### config.mk
export PLATFORM = sky130hd
export DESIGN_NAME = arith_issue_queue_v2_flat
export DESIGN_NICKNAME = d
export VERILOG_FILES = /design/src/rtl/arith_issue_queue_v2_if.sv /design/src/rtl/arith_issue_queue_v2.sv /design/src/flat_wrapper.sv
export SDC_FILE = /design/constraint.sdc
export NUM_CORES = 2
export LEC_CHECK = 0
export CORE_AREA = 2 2 515 517
export DETAILED_ROUTE_END_ITERATION = 10
export DIE_AREA = 0 0 517 519
export GPL_TIMING_DRIVEN = 1
export PLACE_DENSITY = 0.45
export SLEW_MARGIN = 0
export SYNTH_ARGS = -nofsm -noshare
export SYNTH_HDL_FRONTEND = slang
export SYNTH_SLANG_ARGS = --single-unit
export TNS_END_PERCENT = 50
### constraint.sdc
create_clock -name clk -period 22.4 [get_ports clk]
set_input_delay 3.36 -clock clk [delete_from_list [all_inputs] [get_ports clk]]
set_output_delay 3.36 -clock clk [all_outputs]
set_load 0.01 [all_outputs]
### src/rtl/arith_issue_queue_v2_if.sv
`default_nettype none
// +----------------------------------------------------------------------------+
// | arith_issue_queue_v2_if : dispatch / wakeup / recall / issue bundle          |
// | Rev 1.0                                                                      |
// +----------------------------------------------------------------------------+
interface arith_issue_queue_v2_if #(
  parameter int DEPTH     = 8,
  parameter int DISP_W    = 2,
  parameter int ISSUE_W   = 2,
  parameter int WAKE_W    = 2,
  parameter int PREG_W    = 6,
  parameter int AL_W      = 5,
  parameter int PAYLOAD_W = 96
);
  localparam int OCC_W = $clog2(DEPTH) + 1;

  logic                           ext_stall;
  logic [DISP_W-1:0]              disp_valid;
  logic [DISP_W*PREG_W-1:0]       disp_src1;
  logic [DISP_W*PREG_W-1:0]       disp_src2;
  logic [DISP_W-1:0]              disp_use1;
  logic [DISP_W-1:0]              disp_use2;
  logic [DISP_W*AL_W-1:0]         disp_al_idx;
  logic [DISP_W*PAYLOAD_W-1:0]    disp_payload;
  logic                           disp_ready;
  logic [2**PREG_W-1:0]           bbt;
  logic [WAKE_W-1:0]              wake_valid;
  logic [WAKE_W*PREG_W-1:0]       wake_tag;
  logic [AL_W-1:0]                al_head;
  logic                           recall;
  logic [AL_W-1:0]                recall_idx;
  logic [ISSUE_W-1:0]             iss_valid;
  logic [ISSUE_W-1:0]             iss_ready;
  logic [ISSUE_W*PREG_W-1:0]      iss_src1;
  logic [ISSUE_W*PREG_W-1:0]      iss_src2;
  logic [ISSUE_W*AL_W-1:0]        iss_al_idx;
  logic [ISSUE_W*PAYLOAD_W-1:0]   iss_payload;
  logic [OCC_W-1:0]               occupancy;

  modport master (
    output ext_stall, disp_valid, disp_src1, disp_src2, disp_use1, disp_use2,
           disp_al_idx, disp_payload, bbt, wake_valid, wake_tag, al_head,
           recall, recall_idx, iss_ready,
    input  disp_ready, iss_valid, iss_src1, iss_src2, iss_al_idx, iss_payload,
           occupancy
  );

  modport slave (
    input  ext_stall, disp_valid, disp_src1, disp_src2, disp_use1, disp_use2,
           disp_al_idx, disp_payload, bbt, wake_valid, wake_tag, al_head,
           recall, recall_idx, iss_ready,
    output disp_ready, iss_valid, iss_src1, iss_src2, iss_al_idx, iss_payload,
           occupancy
  );
endinterface
`default_nettype wire

### src/rtl/arith_issue_queue_v2.sv
`default_nettype none
// +----------------------------------------------------------------------------+
// | arith_issue_queue_v2 : age-ordered integer issue queue with wakeup/recall    |
// | Rev 1.0                                                                      |
// +----------------------------------------------------------------------------+
module arith_issue_queue_v2 #(
  parameter int DEPTH     = 8,
  parameter int DISP_W    = 2,
  parameter int ISSUE_W   = 2,
  parameter int WAKE_W    = 2,
  parameter int PREG_W    = 6,
  parameter int AL_W      = 5,
  parameter int PAYLOAD_W = 96
) (
  input  logic                  clk,
  input  logic                  reset_n,
  arith_issue_queue_v2_if.slave bus
);
  localparam int OCC_W = $clog2(DEPTH) + 1;

  logic [DEPTH-1:0]     valid_q, valid_d, rdy1_q, rdy1_d, rdy2_q, rdy2_d;
  logic [OCC_W-1:0]     occ_q, occ_d;
  logic [PREG_W-1:0]    src1_q [DEPTH];
  logic [PREG_W-1:0]    src2_q [DEPTH];
  logic [AL_W-1:0]      al_q   [DEPTH];
  logic [PAYLOAD_W-1:0] pay_q  [DEPTH];

  logic [AL_W-1:0]      age   [DEPTH];
  logic [OCC_W-1:0]     rank  [DEPTH];
  logic [OCC_W-1:0]     frank [DEPTH];
  logic [DEPTH-1:0]     ent_rdy, fire, wr_en, wrdy1, wrdy2;
  logic [PREG_W-1:0]    wsrc1 [DEPTH];
  logic [PREG_W-1:0]    wsrc2 [DEPTH];
  logic [AL_W-1:0]      wal   [DEPTH];
  logic [PAYLOAD_W-1:0] wpay  [DEPTH];
  logic [AL_W-1:0]      rcl_age;
  logic                 issue_en, disp_rdy;

  function automatic logic woke(input logic [PREG_W-1:0]        tag,
                                input logic [WAKE_W-1:0]        wv,
                                input logic [WAKE_W*PREG_W-1:0] wt);
    logic hit;
    hit = 1'b0;
    for (int w = 0; w < WAKE_W; w++)
      if (wv[w] && wt[w*PREG_W +: PREG_W] == tag) hit = 1'b1;
    return hit;
  endfunction

  // rank = number of older ready entries; frank = number of free slots below
  always_comb begin
    issue_en = !bus.ext_stall && !bus.recall;
    disp_rdy = issue_en && (int'(occ_q) + DISP_W <= DEPTH);
    rcl_age  = bus.recall_idx - bus.al_head;
    for (int i = 0; i < DEPTH; i++) begin
      age[i]     = al_q[i] - bus.al_head;
      ent_rdy[i] = valid_q[i] & rdy1_q[i] & rdy2_q[i];
    end
    for (int i = 0; i < DEPTH; i++) begin
      rank[i]  = '0;
      frank[i] = '0;
      for (int j = 0; j < DEPTH; j++) begin
        if (j != i && ent_rdy[j] && age[j] < age[i]) rank[i] = rank[i] + OCC_W'(1);
        if (j < i && !valid_q[j]) frank[i] = frank[i] + OCC_W'(1);
      end
    end
  end

  always_comb begin
    bus.iss_valid   = '0;
    bus.iss_src1    = '0;
    bus.iss_src2    = '0;
    bus.iss_al_idx  = '0;
    bus.iss_payload = '0;
    fire            = '0;
    for (int k = 0; k < ISSUE_W; k++) begin
      for (int i = 0; i < DEPTH; i++) begin
        if (issue_en && ent_rdy[i] && rank[i] == OCC_W'(k)) begin
          bus.iss_valid[k]                        = 1'b1;
          bus.iss_src1[k*PREG_W +: PREG_W]        = src1_q[i];
          bus.iss_src2[k*PREG_W +: PREG_W]        = src2_q[i];
          bus.iss_al_idx[k*AL_W +: AL_W]          = al_q[i];
          bus.iss_payload[k*PAYLOAD_W +: PAYLOAD_W] = pay_q[i];
          fire[i]                                 = fire[i] | bus.iss_ready[k];
        end
      end
    end
  end

  always_comb begin
    wr_en = '0;
    wrdy1 = '0;
    wrdy2 = '0;
    for (int i = 0; i < DEPTH; i++) begin
      wsrc1[i] = '0;
      wsrc2[i] = '0;
      wal[i]   = '0;
      wpay[i]  = '0;
      for (int j = 0; j < DISP_W; j++) begin
        if (disp_rdy && bus.disp_valid[j] && !valid_q[i] && frank[i] == OCC_W'(j)) begin
          wr_en[i] = 1'b1;
          wsrc1[i] = bus.disp_src1[j*PREG_W +: PREG_W];
          wsrc2[i] = bus.disp_src2[j*PREG_W +: PREG_W];
          wal[i]   = bus.disp_al_idx[j*AL_W +: AL_W];
          wpay[i]  = bus.disp_payload[j*PAYLOAD_W +: PAYLOAD_W];
          wrdy1[i] = !bus.disp_use1[j] || !bus.bbt[wsrc1[i]] ||
                     woke(wsrc1[i], bus.wake_valid, bus.wake_tag);
          wrdy2[i] = !bus.disp_use2[j] || !bus.bbt[wsrc2[i]] ||
                     woke(wsrc2[i], bus.wake_valid, bus.wake_tag);
        end
      end
    end
  end

  // recall wins over issue and dispatch; wakeups are captured regardless
  always_comb begin
    valid_d = valid_q;
    rdy1_d  = rdy1_q;
    rdy2_d  = rdy2_q;
    occ_d   = '0;
    for (int i = 0; i < DEPTH; i++) begin
      rdy1_d[i] = rdy1_q[i] | woke(src1_q[i], bus.wake_valid, bus.wake_tag);
      rdy2_d[i] = rdy2_q[i] | woke(src2_q[i], bus.wake_valid, bus.wake_tag);
      if (bus.recall) begin
        if (age[i] > rcl_age) valid_d[i] = 1'b0;
      end else begin
        if (fire[i]) valid_d[i] = 1'b0;
        if (wr_en[i]) begin
          valid_d[i] = 1'b1;
          rdy1_d[i]  = wrdy1[i];
          rdy2_d[i]  = wrdy2[i];
        end
      end
      occ_d = occ_d + OCC_W'(valid_d[i]);
    end
  end

  always_ff @(posedge clk or negedge reset_n) begin
    if (!reset_n) begin
      valid_q <= '0;
      rdy1_q  <= '0;
      rdy2_q  <= '0;
      occ_q   <= '0;
    end else begin
      valid_q <= valid_d;
      rdy1_q  <= rdy1_d;
      rdy2_q  <= rdy2_d;
      occ_q   <= occ_d;
    end
  end

  always_ff @(posedge clk) begin
    for (int i = 0; i < DEPTH; i++) begin
      if (wr_en[i]) begin
        src1_q[i] <= wsrc1[i];
        src2_q[i] <= wsrc2[i];
        al_q[i]   <= wal[i];
        pay_q[i]  <= wpay[i];
      end
    end
  end

  assign bus.disp_ready = disp_rdy;
  assign bus.occupancy  = occ_q;

endmodule
`default_nettype wire

### src/flat_wrapper.sv
// flat-port wrapper written by rule: the top's interface ports become plain ports
module arith_issue_queue_v2_flat 
#(
  parameter int DEPTH     = 8,
  parameter int DISP_W    = 2,
  parameter int ISSUE_W   = 2,
  parameter int WAKE_W    = 2,
  parameter int PREG_W    = 6,
  parameter int AL_W      = 5,
  parameter int PAYLOAD_W = 96
)
  (clk, reset_n, bus_ext_stall, bus_disp_valid, bus_disp_src1, bus_disp_src2, bus_disp_use1, bus_disp_use2, bus_disp_al_idx, bus_disp_payload, bus_bbt, bus_wake_valid, bus_wake_tag, bus_al_head, bus_recall, bus_recall_idx, bus_iss_ready, bus_disp_ready, bus_iss_valid, bus_iss_src1, bus_iss_src2, bus_iss_al_idx, bus_iss_payload, bus_occupancy);
  arith_issue_queue_v2_if #(.DEPTH(DEPTH), .DISP_W(DISP_W), .ISSUE_W(ISSUE_W), .WAKE_W(WAKE_W), .PREG_W(PREG_W), .AL_W(AL_W), .PAYLOAD_W(PAYLOAD_W)) bus_i ();
  input  logic clk;
  input  logic reset_n;
  input wire logic [$bits(bus_i.ext_stall)-1:0] bus_ext_stall;
  input wire logic [$bits(bus_i.disp_valid)-1:0] bus_disp_valid;
  input wire logic [$bits(bus_i.disp_src1)-1:0] bus_disp_src1;
  input wire logic [$bits(bus_i.disp_src2)-1:0] bus_disp_src2;
  input wire logic [$bits(bus_i.disp_use1)-1:0] bus_disp_use1;
  input wire logic [$bits(bus_i.disp_use2)-1:0] bus_disp_use2;
  input wire logic [$bits(bus_i.disp_al_idx)-1:0] bus_disp_al_idx;
  input wire logic [$bits(bus_i.disp_payload)-1:0] bus_disp_payload;
  input wire logic [$bits(bus_i.bbt)-1:0] bus_bbt;
  input wire logic [$bits(bus_i.wake_valid)-1:0] bus_wake_valid;
  input wire logic [$bits(bus_i.wake_tag)-1:0] bus_wake_tag;
  input wire logic [$bits(bus_i.al_head)-1:0] bus_al_head;
  input wire logic [$bits(bus_i.recall)-1:0] bus_recall;
  input wire logic [$bits(bus_i.recall_idx)-1:0] bus_recall_idx;
  input wire logic [$bits(bus_i.iss_ready)-1:0] bus_iss_ready;
  output wire logic [$bits(bus_i.disp_ready)-1:0] bus_disp_ready;
  output wire logic [$bits(bus_i.iss_valid)-1:0] bus_iss_valid;
  output wire logic [$bits(bus_i.iss_src1)-1:0] bus_iss_src1;
  output wire logic [$bits(bus_i.iss_src2)-1:0] bus_iss_src2;
  output wire logic [$bits(bus_i.iss_al_idx)-1:0] bus_iss_al_idx;
  output wire logic [$bits(bus_i.iss_payload)-1:0] bus_iss_payload;
  output wire logic [$bits(bus_i.occupancy)-1:0] bus_occupancy;
  assign bus_i.ext_stall = bus_ext_stall;
  assign bus_i.disp_valid = bus_disp_valid;
  assign bus_i.disp_src1 = bus_disp_src1;
  assign bus_i.disp_src2 = bus_disp_src2;
  assign bus_i.disp_use1 = bus_disp_use1;
  assign bus_i.disp_use2 = bus_disp_use2;
  assign bus_i.disp_al_idx = bus_disp_al_idx;
  assign bus_i.disp_payload = bus_disp_payload;
  assign bus_i.bbt = bus_bbt;
  assign bus_i.wake_valid = bus_wake_valid;
  assign bus_i.wake_tag = bus_wake_tag;
  assign bus_i.al_head = bus_al_head;
  assign bus_i.recall = bus_recall;
  assign bus_i.recall_idx = bus_recall_idx;
  assign bus_i.iss_ready = bus_iss_ready;
  assign bus_disp_ready = bus_i.disp_ready;
  assign bus_iss_valid = bus_i.iss_valid;
  assign bus_iss_src1 = bus_i.iss_src1;
  assign bus_iss_src2 = bus_i.iss_src2;
  assign bus_iss_al_idx = bus_i.iss_al_idx;
  assign bus_iss_payload = bus_i.iss_payload;
  assign bus_occupancy = bus_i.occupancy;
  arith_issue_queue_v2 #(.DEPTH(DEPTH), .DISP_W(DISP_W), .ISSUE_W(ISSUE_W), .WAKE_W(WAKE_W), .PREG_W(PREG_W), .AL_W(AL_W), .PAYLOAD_W(PAYLOAD_W)) u_core (.clk(clk), .reset_n(reset_n), .bus(bus_i));
endmodule
==> metrics.md <==
| Metric | Value |
|---|---|
| Status | `finished, final reports clean` |
| Share of the clock period used by the worst path | `83.5%` |
| Post-Syn Nets | `7002` |
| Startpoint types | `input pin` |
| Global-route wire length before repair | `514000 um` |
| Post-route DRC | `0` |
| Hold buffer count at cts | `0` |
| Sink Count | `932` |
| Number of synthesized flops with an enable pin | `904` |
| Leakage | `27.3 nW` |
| Core Util, Final | `29.7%` |
| Min-delay worst type | `register to register` |
| Share of synthesized registers carrying an async set or reset | `3.00%` |
| Clock skew | `0.0375 ns` |
| Met1 WL | `151000 um` |
| CTS clk-pin slew, worst paths | `0.06 ns` |
| Worst slew pin tran | `1.45 ns` |
| Most used cell, CP | `ha_1` |
| Placer Congestion | `0.919` |
| Minimum clock period | `18.70 ns` |
| Fillers | `27200` |
| Nets | `7227` |
| Area Growth Syn to Fin | `19.9%` |
| ANT nets after route | `0` |
| Initial antenna violation count | `87` |
| Setup Crit Path Kind | `input pin to output port` |
| Yosys reg bits | `932` |
| Detailed placement HPWL | `226000 um` |
| Slew Limit Headroom | `3.10%` |
| Initial DRC Count | `8898` |
| Setup bufs post-CTS | `0` |
| Pins over their slew limit | `0` |
| Via count | `63900` |
| Worst-path fanout max | `45` |
| CTS tree | `built` |
| Final Cell Area | `78300 um^2` |
| Top_reg_cell synth | `edfxtp_1` |
| Warnings from Yosys | `0` |
| Unrepaired setup endpoints after global routing | `false` |
| TritonCTS Buffers | `114` |
| Area of the multi-input gates | `34900 um^2` |
| DP Area | `74600 um^2` |
| Grt ovf | `0` |
| Num rows | `189` |
| Buf+Inv Stages, Crit Path | `5` |
| Fin. Hold Viols | `0` |
| Vias per cell | `6.18` |
| Most common cell after layout, fill and taps aside | `edfxtp_1` |
| H-tree levels | `3` |
| Critical path's slowest cell | `nor2_4` |
| Total GRT Usage | `27.1%` |
| Hold Slack | `0.580 ns` |
| Deepest clock path buffer count | `3` |
| Die width | `517 um` |
| Met3 WL | `38500 um` |
| Met2 wire len | `166000 um` |
| Cells after synthesis | `6446` |
| Family with the most delay on the worst path | `adder cells` |
| Initial core utilization | `24.8%` |
| Die Area | `268000 um^2` |
| Final setup TNS | `0 ns` |
| Most frequent cells in the layout | `904 x edfxtp_1, 807 x a22o_1, 557 x clkdlybuf4s50_1` |
| Max Fclk | `53.5 MHz` |
| Clock Latency Late Sink | `0.77 ns` |
| Crit path DAT | `15.34 ns` |
| DRT Pass-1 Iters | `7` |
| I/O Pins | `559` |
| Worst Path Required | `19.04 ns` |
| # port buffers | `558` |
| Register area | `27800 um^2` |
| Cts repair resizes | `0` |
| Final setup violation count | `0` |
| Register area share after synthesis | `42.6%` |
| Share of cells above drive strength 1 | `7.49%` |
| PwrDens | `108 nW/um^2` |
| Post-Syn Area | `65300 um^2` |
| DR top layer | `met5` |
| Max_cap viols | `0` |
| Largest net degree at the start of global routing | `169` |
| Total power | `8.43 mW` |
| Via count of the first global-routing pass | `61700` |
| Crit. End Element | `output port` |
| Critical Path Max Stage Delay | `1.11 ns` |
| Worst VDD drop | `0.000165 V` |
| Die height | `519 um` |
| Root Driver | `clkbuf_16` |
| Post-synthesis cell type count | `94` |
| Synthesized area per cell | `10.1 um^2` |
| DRT Wirelength | `380000 um` |
| Routed len/inst | `36.7 um` |
| Core area | `263000 um^2` |
## Yosys cell counts (28+ instances only)
cell / number / area (um^2)
nor3b_1: 49 / 368
a221oi_1: 31 / 272
a22o_1: 807 / 7070
o211ai_1: 36 / 270
nand3_1: 275 / 1380
o21ai_1: 56 / 280
a31oi_1: 137 / 857
inv_1: 137 / 514
a21oi_1: 393 / 1970
a311oi_1: 110 / 963
o221ai_1: 83 / 727
xor2_1: 172 / 1510
and3_1: 52 / 325
nand2b_1: 49 / 307
dfrtp_1: 28 / 701
clkbuf_1: 478 / 1790
nand4_1: 67 / 419
nor3_1: 135 / 676
buf_1: 85 / 319
nor4_1: 47 / 294
edfxtp_1: 904 / 27100
a22oi_1: 121 / 908
a21o_1: 78 / 586
nor2_1: 269 / 1010
o22ai_1: 220 / 1380
nand2_1: 396 / 1490
o21ai_0: 302 / 1510
ha_1: 217 / 2720
xnor2_1: 206 / 1800
buf_2: 38 / 190
mux4_2: 84 / 1890
## layout make-up
type,count,area share [%]
Clock buffer,144,3.88
Inverter,137,0.688
Antenna cell,35,0.112
Tap cell,3533,5.64
Clock inverter,66,0.786
Sequential cell,932,35.5
Multi-Input combinational cell,4763,44.5
Timing Repair Buffer,723,8.82
## power by group
group | internal [mW] | total, mW | switching [mW]
clock | 1.07 | 1.89 | 0.818
combinational | 1.23 | 3.88 | 2.64
sequential | 2.42 | 2.67 | 0.243
total | 4.72 | 8.43 | 3.70
## stage by stage
stage / worst slack, ns / cells
5_1_grt: 3.34 / 10300
3_3_place_gp: 4.31 / 10100
4_1_cts: 4.14 / 10300
6_report: 3.70 / 10300
2_1_floorplan: 8.30 / 6446
3_5_place_dp: 4.17 / 10100
## worst paths after layout
path	start	end	slack, ns	depth (start not counted)
max	bus_al_head[0]	bus_iss_payload[92]	3.70	35
min	u_core.rdy1_q[6]	u_core.rdy1_q[6]	0.58	2
max reg2reg	u_core.al_q[0][10]	u_core.bus.occupancy[1]	10.73	41
min reg2reg	u_core.rdy1_q[6]	u_core.rdy1_q[6]	0.58	2
max in group asynchronous	reset_n	u_core.rdy2_q[1]	19.05	2
min in group asynchronous	reset_n	u_core.valid_q[4]	3.00	2
## cells by family (layout without fill, tap and decap cells)
| kind of cell | after synthesis | count (layout) | share of synthesized area [%] |
|---|---|---|---|
| muxes | 110 | 110 | 3.33 |
| other | 0 | 35 | 0 |
| AOI/OAI and AO/OA | 2552 | 2552 | 28.1 |
| DFF | 932 | 932 | 42.6 |
| buffers and inverters | 751 | 1070 | 4.52 |
| xor gates and xnor gates | 398 | 398 | 5.76 |
| adders and majority gates | 249 | 249 | 4.85 |
| and+or+nand+nor | 1454 | 1454 | 10.8 |
## state kept, by name, indices dropped and copies added, names as in the netlist
register,cells
u_core.pay_q,768
u_core.src1_q,48
u_core.src2_q,48
u_core.al_q,40
u_core.rdy1_q,8
u_core.rdy2_q,8
u_core.valid_q,8
u_core.bus.occupancy,4
## worst register-to-register path, delay by kind of cell (launching register included)
family	cells	cell delay (ns)
mux	2	0.66
compound gates	9	2.20
fa+ha+maj	13	4.64
buf+inv	10	1.87
simple gates	5	0.93
xor+xnor	2	0.92
flops	1	0.39
## per-layer routing
metal,vias up,GRT usage (%)
li1,26100,-
met1,32100,34.8
met2,4487,41.0
met3,1092,6.73
met4,70,16.2
met5,-,0
No activity file was read; power rests on OpenSTA's default activity.
